`config.mk`:
```
export PLATFORM = sky130hd
export DESIGN_NAME = parser_lit_fifo
export DESIGN_NICKNAME = d
export VERILOG_FILES = /design/src/rtl/parser_lit_fifo.sv
export SDC_FILE = /design/constraint.sdc
export NUM_CORES = 1
export LEC_CHECK = 0
export ABC_AREA = 0
export BUFFER_PORTS_ARGS = -buffer_cell sky130_fd_sc_hd__buf_2
export CORE_MARGIN = 1
export CORE_UTILIZATION = 35
export DETAILED_ROUTE_END_ITERATION = 10
export GPL_TIMING_DRIVEN = 1
export PLACE_DENSITY = 0.54
export SETUP_SLACK_MARGIN = 0.05
export SLEW_MARGIN = 20
export SYNTH_ARGS = -nofsm -noshare
export SYNTH_HDL_FRONTEND = slang
export SYNTH_SLANG_ARGS = --single-unit
```
`constraint.sdc`:
```
create_clock -name clk -period 9.7 [get_ports clk]
set_input_delay 0.97 -clock clk [delete_from_list [all_inputs] [get_ports clk]]
set_output_delay 0.97 -clock clk [all_outputs]
set_load 0.02 [all_outputs]
```
`src/rtl/parser_lit_fifo.sv`:
```
// Synchronous FIFO with registered read data, programmable full/empty thresholds.
// Optional sticky overflow/underflow flags enabled by macro PARSER_LIT_FIFO_ERR_FLAGS_EN.
module parser_lit_fifo #(
    parameter int unsigned WIDTH             = 85,
    parameter int unsigned DEPTH             = 8,
    parameter int unsigned PROG_FULL_THRESH  = 3,
    parameter int unsigned PROG_EMPTY_THRESH = 1
) (
    input  logic                     clk,
    input  logic                     rst_n,
    input  logic [WIDTH-1:0]         din,
    input  logic                     wr_en,
    output logic                     full,
    output logic                     prog_full,
    input  logic                     rd_en,
    output logic [WIDTH-1:0]         dout,
    output logic                     valid,
    output logic                     empty,
    output logic                     prog_empty,
    output logic [$clog2(DEPTH):0]   data_count,
    output logic                     overflow,
    output logic                     underflow
);

    localparam int unsigned AW = $clog2(DEPTH);
    localparam int unsigned CW = AW + 1;

    localparam logic [CW-1:0] LP_DEPTH = CW'(DEPTH);
    localparam logic [CW-1:0] LP_PFULL = CW'(PROG_FULL_THRESH);
    localparam logic [CW-1:0] LP_PEMPTY = CW'(PROG_EMPTY_THRESH);

    logic [WIDTH-1:0] r_mem [DEPTH];
    logic [AW-1:0]    r_wr_ptr;
    logic [AW-1:0]    r_rd_ptr;
    logic [CW-1:0]    r_count;
    logic [WIDTH-1:0] r_dout;
    logic             r_valid;

    logic w_rd_acc;
    logic w_wr_acc;

    // Status flags depend only on the registered occupancy.
    assign full       = (r_count == LP_DEPTH);
    assign empty      = (r_count == '0);
    assign prog_full  = (r_count >= LP_PFULL);
    assign prog_empty = (r_count <= LP_PEMPTY);

    assign w_rd_acc = rd_en && !empty;
    assign w_wr_acc = wr_en && (!full || w_rd_acc);

    assign dout       = r_dout;
    assign valid      = r_valid;
    assign data_count = r_count;

    always_ff @(posedge clk) begin
        if (w_wr_acc) begin
            r_mem[r_wr_ptr] <= din;
        end
    end

    always_ff @(posedge clk or negedge rst_n) begin
        if (!rst_n) begin
            r_wr_ptr <= '0;
            r_rd_ptr <= '0;
            r_count  <= '0;
            r_dout   <= '0;
            r_valid  <= 1'b0;
        end else begin
            r_valid <= w_rd_acc;
            if (w_wr_acc) begin
                r_wr_ptr <= r_wr_ptr + 1'b1;
            end
            if (w_rd_acc) begin
                r_rd_ptr <= r_rd_ptr + 1'b1;
                r_dout   <= r_mem[r_rd_ptr];
            end
            case ({w_wr_acc, w_rd_acc})
                2'b10:   r_count <= r_count + 1'b1;
                2'b01:   r_count <= r_count - 1'b1;
                default: r_count <= r_count;
            endcase
        end
    end

`ifdef PARSER_LIT_FIFO_ERR_FLAGS_EN
    logic r_overflow;
    logic r_underflow;

    always_ff @(posedge clk or negedge rst_n) begin
        if (!rst_n) begin
            r_overflow  <= 1'b0;
            r_underflow <= 1'b0;
        end else begin
            if (wr_en && !w_wr_acc) begin
                r_overflow <= 1'b1;
            end
            if (rd_en && empty) begin
                r_underflow <= 1'b1;
            end
        end
    end

    assign overflow  = r_overflow;
    assign underflow = r_underflow;
`else
    assign overflow  = 1'b0;
    assign underflow = 1'b0;
`endif

endmodule

```
Word-level counts from Yosys, hierarchy flattened
Memories as Yosys holds them, arrays and structs flattened. A register that Yosys moved wholly into a read port is not among the register bits.
Index checks and enable logic that the tools add are counted.
{"block": "word_totals", "register_bits": 11, "latch_bits": 0, "ram_bits": 680, "romBits": 0, "inputBits": 89, "memories": 1}
{"block": "op_classes", "n_addsub": 4, "mul": 0, "div": 0, "n_lt_le_gt_ge": 2, "eq_ne": 3, "shifts": 0, "mux": 3, "n_bitwise": 0, "n_reduce_logical": 8}
{"name": "r_mem", "depth": 8, "width": 85, "rd": 1, "rd_ports_with_merged_regs": 1, "write_ports": 1, "line_no": "32", "source": "logic [WIDTH-1:0] r_mem [DEPTH];"}
{"cell": "$pmux W4 S2", "count": 1}
{"cell": "$add A3 B1 Y3 const B", "count": 2}
{"cell": "$add A4 B1 Y4 const B", "count": 1}
{"cell": "$eq A4 B4 Y1 const B", "count": 1}
{"cell": "$ge A4 B2 Y1 const B", "count": 1}
{"cell": "$le A4 B1 Y1 const B", "count": 1}
{"cell": "$logic_not A4 Y1", "count": 1}
{"cell": "$sub A4 B1 Y4 const B", "count": 1}
{"cell": "$logic_not A1 Y1", "count": 3}
{"cell": "$eq A2 B1 Y1 const B", "count": 1}
{"cell": "$eq A2 B2 Y1 const B", "count": 1}
{"cell": "$logic_and A1 B1 Y1", "count": 2}
{"cell": "$mux W1", "count": 2}
{"cell": "$reduce_bool A2 Y1", "count": 1}
{"cell": "$logic_or A1 B1 Y1", "count": 1}

Depth between registers and ports, before layout
Gate-level depths: netlist of the first run.
{"block": "depth", "ltp_word": 7, "mapped_depth": 10}

Worst setup path before layout of the first run
Ideal clock, no wire load.
{"block": "synth_timing", "path_kind": "in2reg", "start": "input port rd_en", "end": "memory r_mem[0][0] (enable)", "setup_ps": 633, "t_arrival_ps": 7048, "required_time_ps": 9067, "slack_ps": 2020, "cell_stages": 3, "n_path_buf": 0, "cell_sequence": "o21a_1 -> nand2b_1 -> nor3_1"}
{"block": "synth_between", "elab_chain_cells": 5}
{"element": "start: declaration", "line_no": "15", "source": "input logic rd_en,"}
{"element": "$logic_and A1 B1 Y1", "line_no": "48", "source": "assign w_rd_acc = rd_en && !empty;"}
{"element": "$logic_or A1 B1 Y1", "line_no": "49", "source": "assign w_wr_acc = wr_en && (!full || w_rd_acc);"}
{"element": "$logic_and A1 B1 Y1", "line_no": "49"}
{"element": "$mux W1", "line_no": "56", "source": "if (w_wr_acc) begin"}
{"element": "$mux W1 (implied by the code)", "line_no": "57", "source": "r_mem[r_wr_ptr] <= din;"}
{"element": "end: declaration", "line_no": "32"}
No other way between the ends.

Final worst setup path of the first run
{"block": "layout_timing", "start": "register r_count[0] (netlist: data_count[0])", "end": "memory r_mem[2][66] (enable)"}
{"block": "layout_between", "elab_chain_cells": 7}
{"element": "start: declaration", "line_no": "35", "source": "logic [CW-1:0] r_count;"}
{"element": "start signal: assignment", "line_no": "78", "source": "2'b10: r_count <= r_count + 1'b1;"}
{"element": "start signal: assignment", "line_no": "79", "source": "2'b01: r_count <= r_count - 1'b1;"}
{"element": "start signal: assignment", "line_no": "80", "source": "default: r_count <= r_count;"}
{"element": "$logic_not A4 Y1", "line_no": "44", "source": "assign empty = (r_count == '0);"}
{"element": "$logic_not A1 Y1", "line_no": "48"}
{"element": "$logic_and A1 B1 Y1", "line_no": "48"}
{"element": "$logic_or A1 B1 Y1 *", "line_no": "49"}
{"element": "$logic_and A1 B1 Y1 *", "line_no": "49"}
{"element": "$mux W1 *", "line_no": "56"}
{"element": "$mux W1 (implied by the code) *", "line_no": "57"}
Every way passes the cells marked *; elsewhere a longest branch is shown, timed or not.

==> results of run 1 <==
## flip-flops by register name (all words and copies together) (netlist names)
name and flops:
data_count 4, dout 85, r_mem 680, r_rd_ptr 3, r_wr_ptr 3, valid 1
## report_power, final
group | total, W | leakage (nW) | internal [W] | switching, W
Clock | 0.00318 | 1.35 | 0.00191 | 0.00127
Sequential | 0.00456 | 7.33 | 0.00430 | 0.000261
Combinational | 0.00301 | 4.16 | 0.00105 | 0.00196
Total | 0.0107 | 12.8 | 0.00725 | 0.00349
## cell usage in the layout (no fill, tap or decap), drive strengths merged, types with 4 or more instances in the layout
cell type / count
edfxtp: 680
mux2i: 341
buf: 213
nand2: 178
a22oi: 170
clkbuf: 125
dfrtp: 96
nand3: 85
clkinv: 18
nor2: 11
bufinv: 7
inv: 7
nand2b: 6
diode: 5
xnor2: 5
ha: 5
nor3: 4
## kinds of logic after synthesis
logic type | count (synthesis)
compound gates | 174
xor+xnor | 8
fa+ha+maj | 5
buf+inv | 102
flops | 776
mux | 343
other cells | 1
simple gates | 295
## layer usage
layer | global-route usage [%] | share of wire, % | up-vias
li1 | - | - | 7042
met1 | 21.3 | 45 | 7775
met2 | 26.3 | 48 | 369
met3 | 3.03 | 5.0 | 118
met4 | 4.80 | 2.2 | 14
met5 | 0 | 0.14 | -
## worst max-delay path, delay by kind of cell, from the launching register on
family | cells | cell delay (ns)
adders and majority gates | 1 | 0.29
and+or+nand+nor | 3 | 1.21
AOI/OAI and AO/OA | 1 | 0.27
DFF | 1 | 0.42
buffers and inverters | 2 | 1.00
## per-stage QoR
stage | utilization [%] | std cells | hold WS (ns)
2_1_floorplan | - | 1705 | 0.480
3_3_place_gp | 38.2 | 2888 | 0.455
3_5_place_dp | 38.2 | 2889 | 0.458
4_1_cts | 41.6 | 3044 | 0.398
5_1_grt | 41.7 | 3048 | 0.435
6_report | 41.7 | 3051 | 0.398
## final timing paths
kind                                            from                      end  slack, ns
min                                            rst_n     dout[33]$_DFFE_PN0P_       0.40
max reg2reg                data_count[0]$_DFFE_PN0P_   r_mem[2][66]$_DFFE_PP_       6.07
min in group clk                 dout[0]$_DFFE_PN0P_      dout[0]$_DFFE_PN0P_       0.47
max in group asynchronous                      rst_n  r_rd_ptr[0]$_DFFE_PN0P_       7.87
min reg2reg                      dout[0]$_DFFE_PN0P_      dout[0]$_DFFE_PN0P_       0.47
max                        data_count[0]$_DFFE_PN0P_   r_mem[2][66]$_DFFE_PP_       6.07
## final cells by class
cell class | instances | area [um^2] | share of cell area, %
Inverter | 5 | 21.3 | 0.0618
Tap cell | 1070 | 1340 | 3.89
Clock inverter | 30 | 385 | 1.12
Timing Repair Buffer | 213 | 1200 | 3.49
Sequential cell | 776 | 22800 | 66.3
Multi-Input combinational cell | 827 | 6250 | 18.2
Clock buffer | 125 | 2400 | 6.96
Antenna cell | 5 | 12.5 | 0.0363
==> flow_summary.yaml, run 1 <==
outcome:
  status: "completed"
floorplan:
  dieHeight_um: 292
  ios: 185
  die_area_um2: 85300
  core_area_um2: 82600
  rows: 105
  initial_core_util_pct: 35.6
  die_w_um: 292
synth:
  yosys_warnings: 0
  synthMuxAreaShare_pct: 11.7
  synth-xor-area-share_pct: 0.238
  ys_types: 34
  ys_top_cells_by_area: "edfxtp_1, mux2i_1, dfrtp_1"
  async_reset_ff_share_pct: 12.4
  synth_compound_area_share_pct: 4.47
  synth_top_area_cell: "edfxtp_1"
  synth_fa_ha_area_share_pct: 0.213
  yosys_register_bits: 776
  synth.cells.most_frequent: "edfxtp_1, mux2i_1, nand2_1"
  synth_top_cell_area_share_pct: 69.4
  synth_top_family_by_area: "multiplexers"
  synth_edf_count: 680
  ys_seq_area_share_pct: 77.5
  netlist_area_um2: 29400
  syn_avg_cell_area_um2: 17.3
  synth_cells: 1704
  synth.most_common_cell: "edfxtp_1"
  synth-simple-area-share_pct: 4.33
  synth_ff_type: "edfxtp_1"
global_route:
  grt_max_degree: 70
  grtUsageTotal_pct: 15.9
  grt_pass1_wl_mm: 101
  overflow: 0
  antenna_found_initial: 18
  first_global_vias: 15800
clocking:
  root_buffer: "clkbuf_16"
  cts_tree: "built"
  clock-sinks: 776
  clockBufferDepth: 3
  clk_latency_ns: 0.63
  cts_made_buffers: 84
  htree_levels: 3
  post_cts_buffers: 0
  cts-resized-gates: 0
  hold_buffers: 0
  clkTransAtPathRegs_ns: 0.05
critical_path:
  cp_cell_sequence: "inv_1 > ha_1 > nand3b_1 > o21a_1 > nand2b_1 > nor2_4 > buf_4"
  max_stage_delay_ns: 0.91
  crit_type: "flop to flop"
  cp-end-kind: "flop"
  critPathLaunchType: "flop"
  r2r_cells: 7
  crit_path_max_fanout: 59
  cp.arrival_ns: 3.86
  worstPathRequired_ns: 9.94
  slowest_stage: "buf_4"
timing:
  finalWorstSetupSlack_ns: 6.07
  fin_setup_tns_ns: 0
  worstMarginPinSlew_ns: 1.07
  final_hold_viol_count: 0
  setup_viol: 0
  slew_violations: 0
  rsz0062_at_grt: "false"
  period_minus_slack_ns: 3.63
  max_slew_margin_pct: 28.4
  finClkSkew_ns: 0.0259
  finalCritPeriodShare_pct: 37.4
  max_freq_mhz: 276
cells_and_area:
  fin_area_um2: 34400
  num-fill-cells: 7296
  drive_gt1_share_pct: 18.1
  syn2layout_area_growth_pct: 17.0
  final_nets: 2001
pwr:
  ir_worst_vdd_uv: 200
  power.total_w: 0.0107
  power_leakage_nw: 12.8
  p_per_area_nw_per_um2: 312
routing:
  drtAntennaViolNets: 0
  drt-total-wl_mm: 67.7
  post_drt_wl_per_cell_um: 22.2
  vias: 15300
  avgViaCountPerCell: 5.02
  drc: 0
  drtPass1Iterations: 7
  drtIter0Drc: 894
placement:
  hpwl_mm: 36.4
  dpl_cell_area_um2: 31600
  port_buffers: 182
  place.gp.congestion: 0.720
  pre_cts_slack_ns: 5.77
flow_run:
  maxCapViolations: 0
worst_hold_path:
  hold_class: "input pin to async pin"
(Power assumes the default switching activity.)
==> run 2: changes to the inputs <==
==> constraint.sdc (replaced) <==
create_clock -name clk -period 3.62 [get_ports clk]
set_input_delay 0.362 -clock clk [delete_from_list [all_inputs] [get_ports clk]]
set_output_delay 0.362 -clock clk [all_outputs]
set_load 0.02 [all_outputs]
==> flow_summary.yaml, run 2 (synthesis results as in run 1) <==
cells_and_area:
  syn2layout_area_growth_pct: 20.8
  final_cell_mix: "edfxtp_1, mux2i_1, buf_2, nand2_1, a22oi_1"
  num-fill-cells: 7283
  final_nets: 2097
  final_util_pct: 43.0
  regMostFlops: "r_mem"
  largest_reg_flops: 680
  drive_gt1_share_pct: 18.4
  fin_area_um2: 35600
  final_common_cell: "edfxtp_1"
pwr:
  power_leakage_nw: 13.3
  p_per_area_nw_per_um2: 814
  ir_worst_vdd_uv: 463
critical_path:
  crit_type: "flop to flop"
  slowest_stage: "nor3_4"
  worstPathRequired_ns: 3.93
  critPathTopFamily: "simple AND/OR/NAND/NOR gates"
  reg2reg_from: "data_count[0]$_DFFE_PN0P_"
  startpoint: "data_count[0]$_DFFE_PN0P_"
  max_stage_delay_ns: 0.85
  critPathLaunchType: "flop"
  r2r_slack_ns: 0.99
  cp_cell_sequence: "inv_2 > ha_4 > nand3b_1 > o21a_2 > nand2b_4 > nor3_4 > buf_12"
  cp-end-kind: "flop"
  crit_path_max_fanout: 20
  cp.arrival_ns: 2.94
  r2r_cells: 7
  worst-path-buf-inv: 2
  r2r_end: "r_mem[0][50]$_DFFE_PP_"
timing:
  worstMarginPinSlew_ns: 1.02
  setup_viol: 0
  rsz0062_at_grt: "false"
  max_slew_margin_pct: 31.7
  max_freq_mhz: 380
  slew_violations: 0
  finClkSkew_ns: 0.0184
  finalCritPeriodShare_pct: 72.8
  period_minus_slack_ns: 2.63
  final_hold_viol_count: 0
clocking:
  clk_latency_ns: 0.62
  cts-resized-gates: 0
  cts_made_buffers: 81
  clockBufferDepth: 3
  clock-sinks: 776
  root_buffer: "clkbuf_16"
  cts_tree: "built"
  clkTransAtPathRegs_ns: 0.06
  htree_levels: 3
floorplan:
  die_w_um: 292
  ios: 185
  initial_core_util_pct: 35.6
  die_area_um2: 85300
  dieHeight_um: 292
  core_area_um2: 82600
  rows: 105
routing:
  drtIter0Drc: 868
  drtPass1Iterations: 5
  post_drt_wl_per_cell_um: 22.0
  vias: 15600
  avgViaCountPerCell: 4.98
  drtAntennaViolNets: 0
  drt-total-wl_mm: 69.1
  drc: 0
placement:
  hpwl_mm: 38.9
  port_buffers: 182
  dpl_cell_area_um2: 32200
  place.gp.congestion: 0.733
global_route:
  overflow: 0
  grt_max_degree: 85
  grtUsageTotal_pct: 16.3
  first_global_vias: 16200
  grt_pass1_wl_mm: 104
  antenna_found_initial: 7
worst_hold_path:
  hold_end: "r_mem[4][2]$_DFFE_PP_"
  worstHoldStart: "din[2]"
  hold_depth: 1
  hold_class: "input pin to flop"
flow_run:
  maxCapViolations: 0
outcome:
  status: "completed"
[run 2: changes by cell type in the layout (fill, tap and decap cells not counted), sizes merged]
cell | before | now
buf | 213 | 236
clkbuf | 125 | 120
clkinv | 18 | 20
clkinvlp | 3 | 0
diode | 5 | 2
dlygate4sd3 | 0 | 76
inv | 7 | 8
[run 2: stage by stage]
stage	setup TNS, ns	hold slack (ns)	power (W)	instances	setup WS [ns]
2_1_floorplan	-40.04	0.0664	0.0178	1705	-0.150
3_3_place_gp	0	0.460	0.0209	2914	0.983
3_5_place_dp	0	0.461	0.0211	2914	0.962
4_1_cts	0	0.0000172	0.0294	3140	0.940
5_1_grt	0	0.0246	0.0304	3141	0.868
6_report	0	0.0356	0.0289	3142	0.985
[run 2: worst max path at each step]
stage | to | slack (ns) | cells after the start
final | r_mem[0][50]$_DFFE_PP_ | 0.99 | 7
after global routing | r_mem[0][51]$_DFFE_PP_ | 0.87 | 7
after CTS | r_mem[0][50]$_DFFE_PP_ | 0.94 | 7
after detailed placement | r_mem[0][57]$_DFFE_PP_ | 0.96 | 7
after global placement | r_mem[0][60]$_DFFE_PP_ | 0.98 | 7
after floorplan | r_mem[3][0]$_DFFE_PP_ | -0.15 | 6
[run 2: final cells by class]
type                            count  area (um^2)  share of cell area [%]
Sequential cell                   776        22800                    64.2
Multi-Input combinational cell    827         6290                    17.7
Timing Repair Buffer              312         2450                    6.88
Clock buffer                      120         2300                    6.46
Tap cell                         1070         1340                    3.76
Clock inverter                     30          332                   0.932
Inverter                            5         21.3                  0.0598
Antenna cell                        2         5.00                  0.0141
[run 2: power by group]
part | leakage [nW] | switching, W | internal, W
clock | 1.29 | 0.00330 | 0.00489
sequential | 7.32 | 0.000821 | 0.0115
combinational | 4.69 | 0.00529 | 0.00314
total | 13.3 | 0.00940 | 0.0195
[run 2: metal layers]
| layer | GRT usage (%) | vias to the layer above | wire length [um] |
|---|---|---|---|
| met5 | 0 | - | 63 |
| met4 | 4.47 | 10 | 1170 |
| li1 | - | 7224 | - |
| met3 | 3.11 | 95 | 3220 |
| met1 | 21.6 | 7986 | 31000 |
| met2 | 27.2 | 324 | 33700 |
[run 2: what timing repair did]
item,CTS,global route
setup buffers,0,0
endpoints found under the hold margin,636,0
hold buffers,76,0
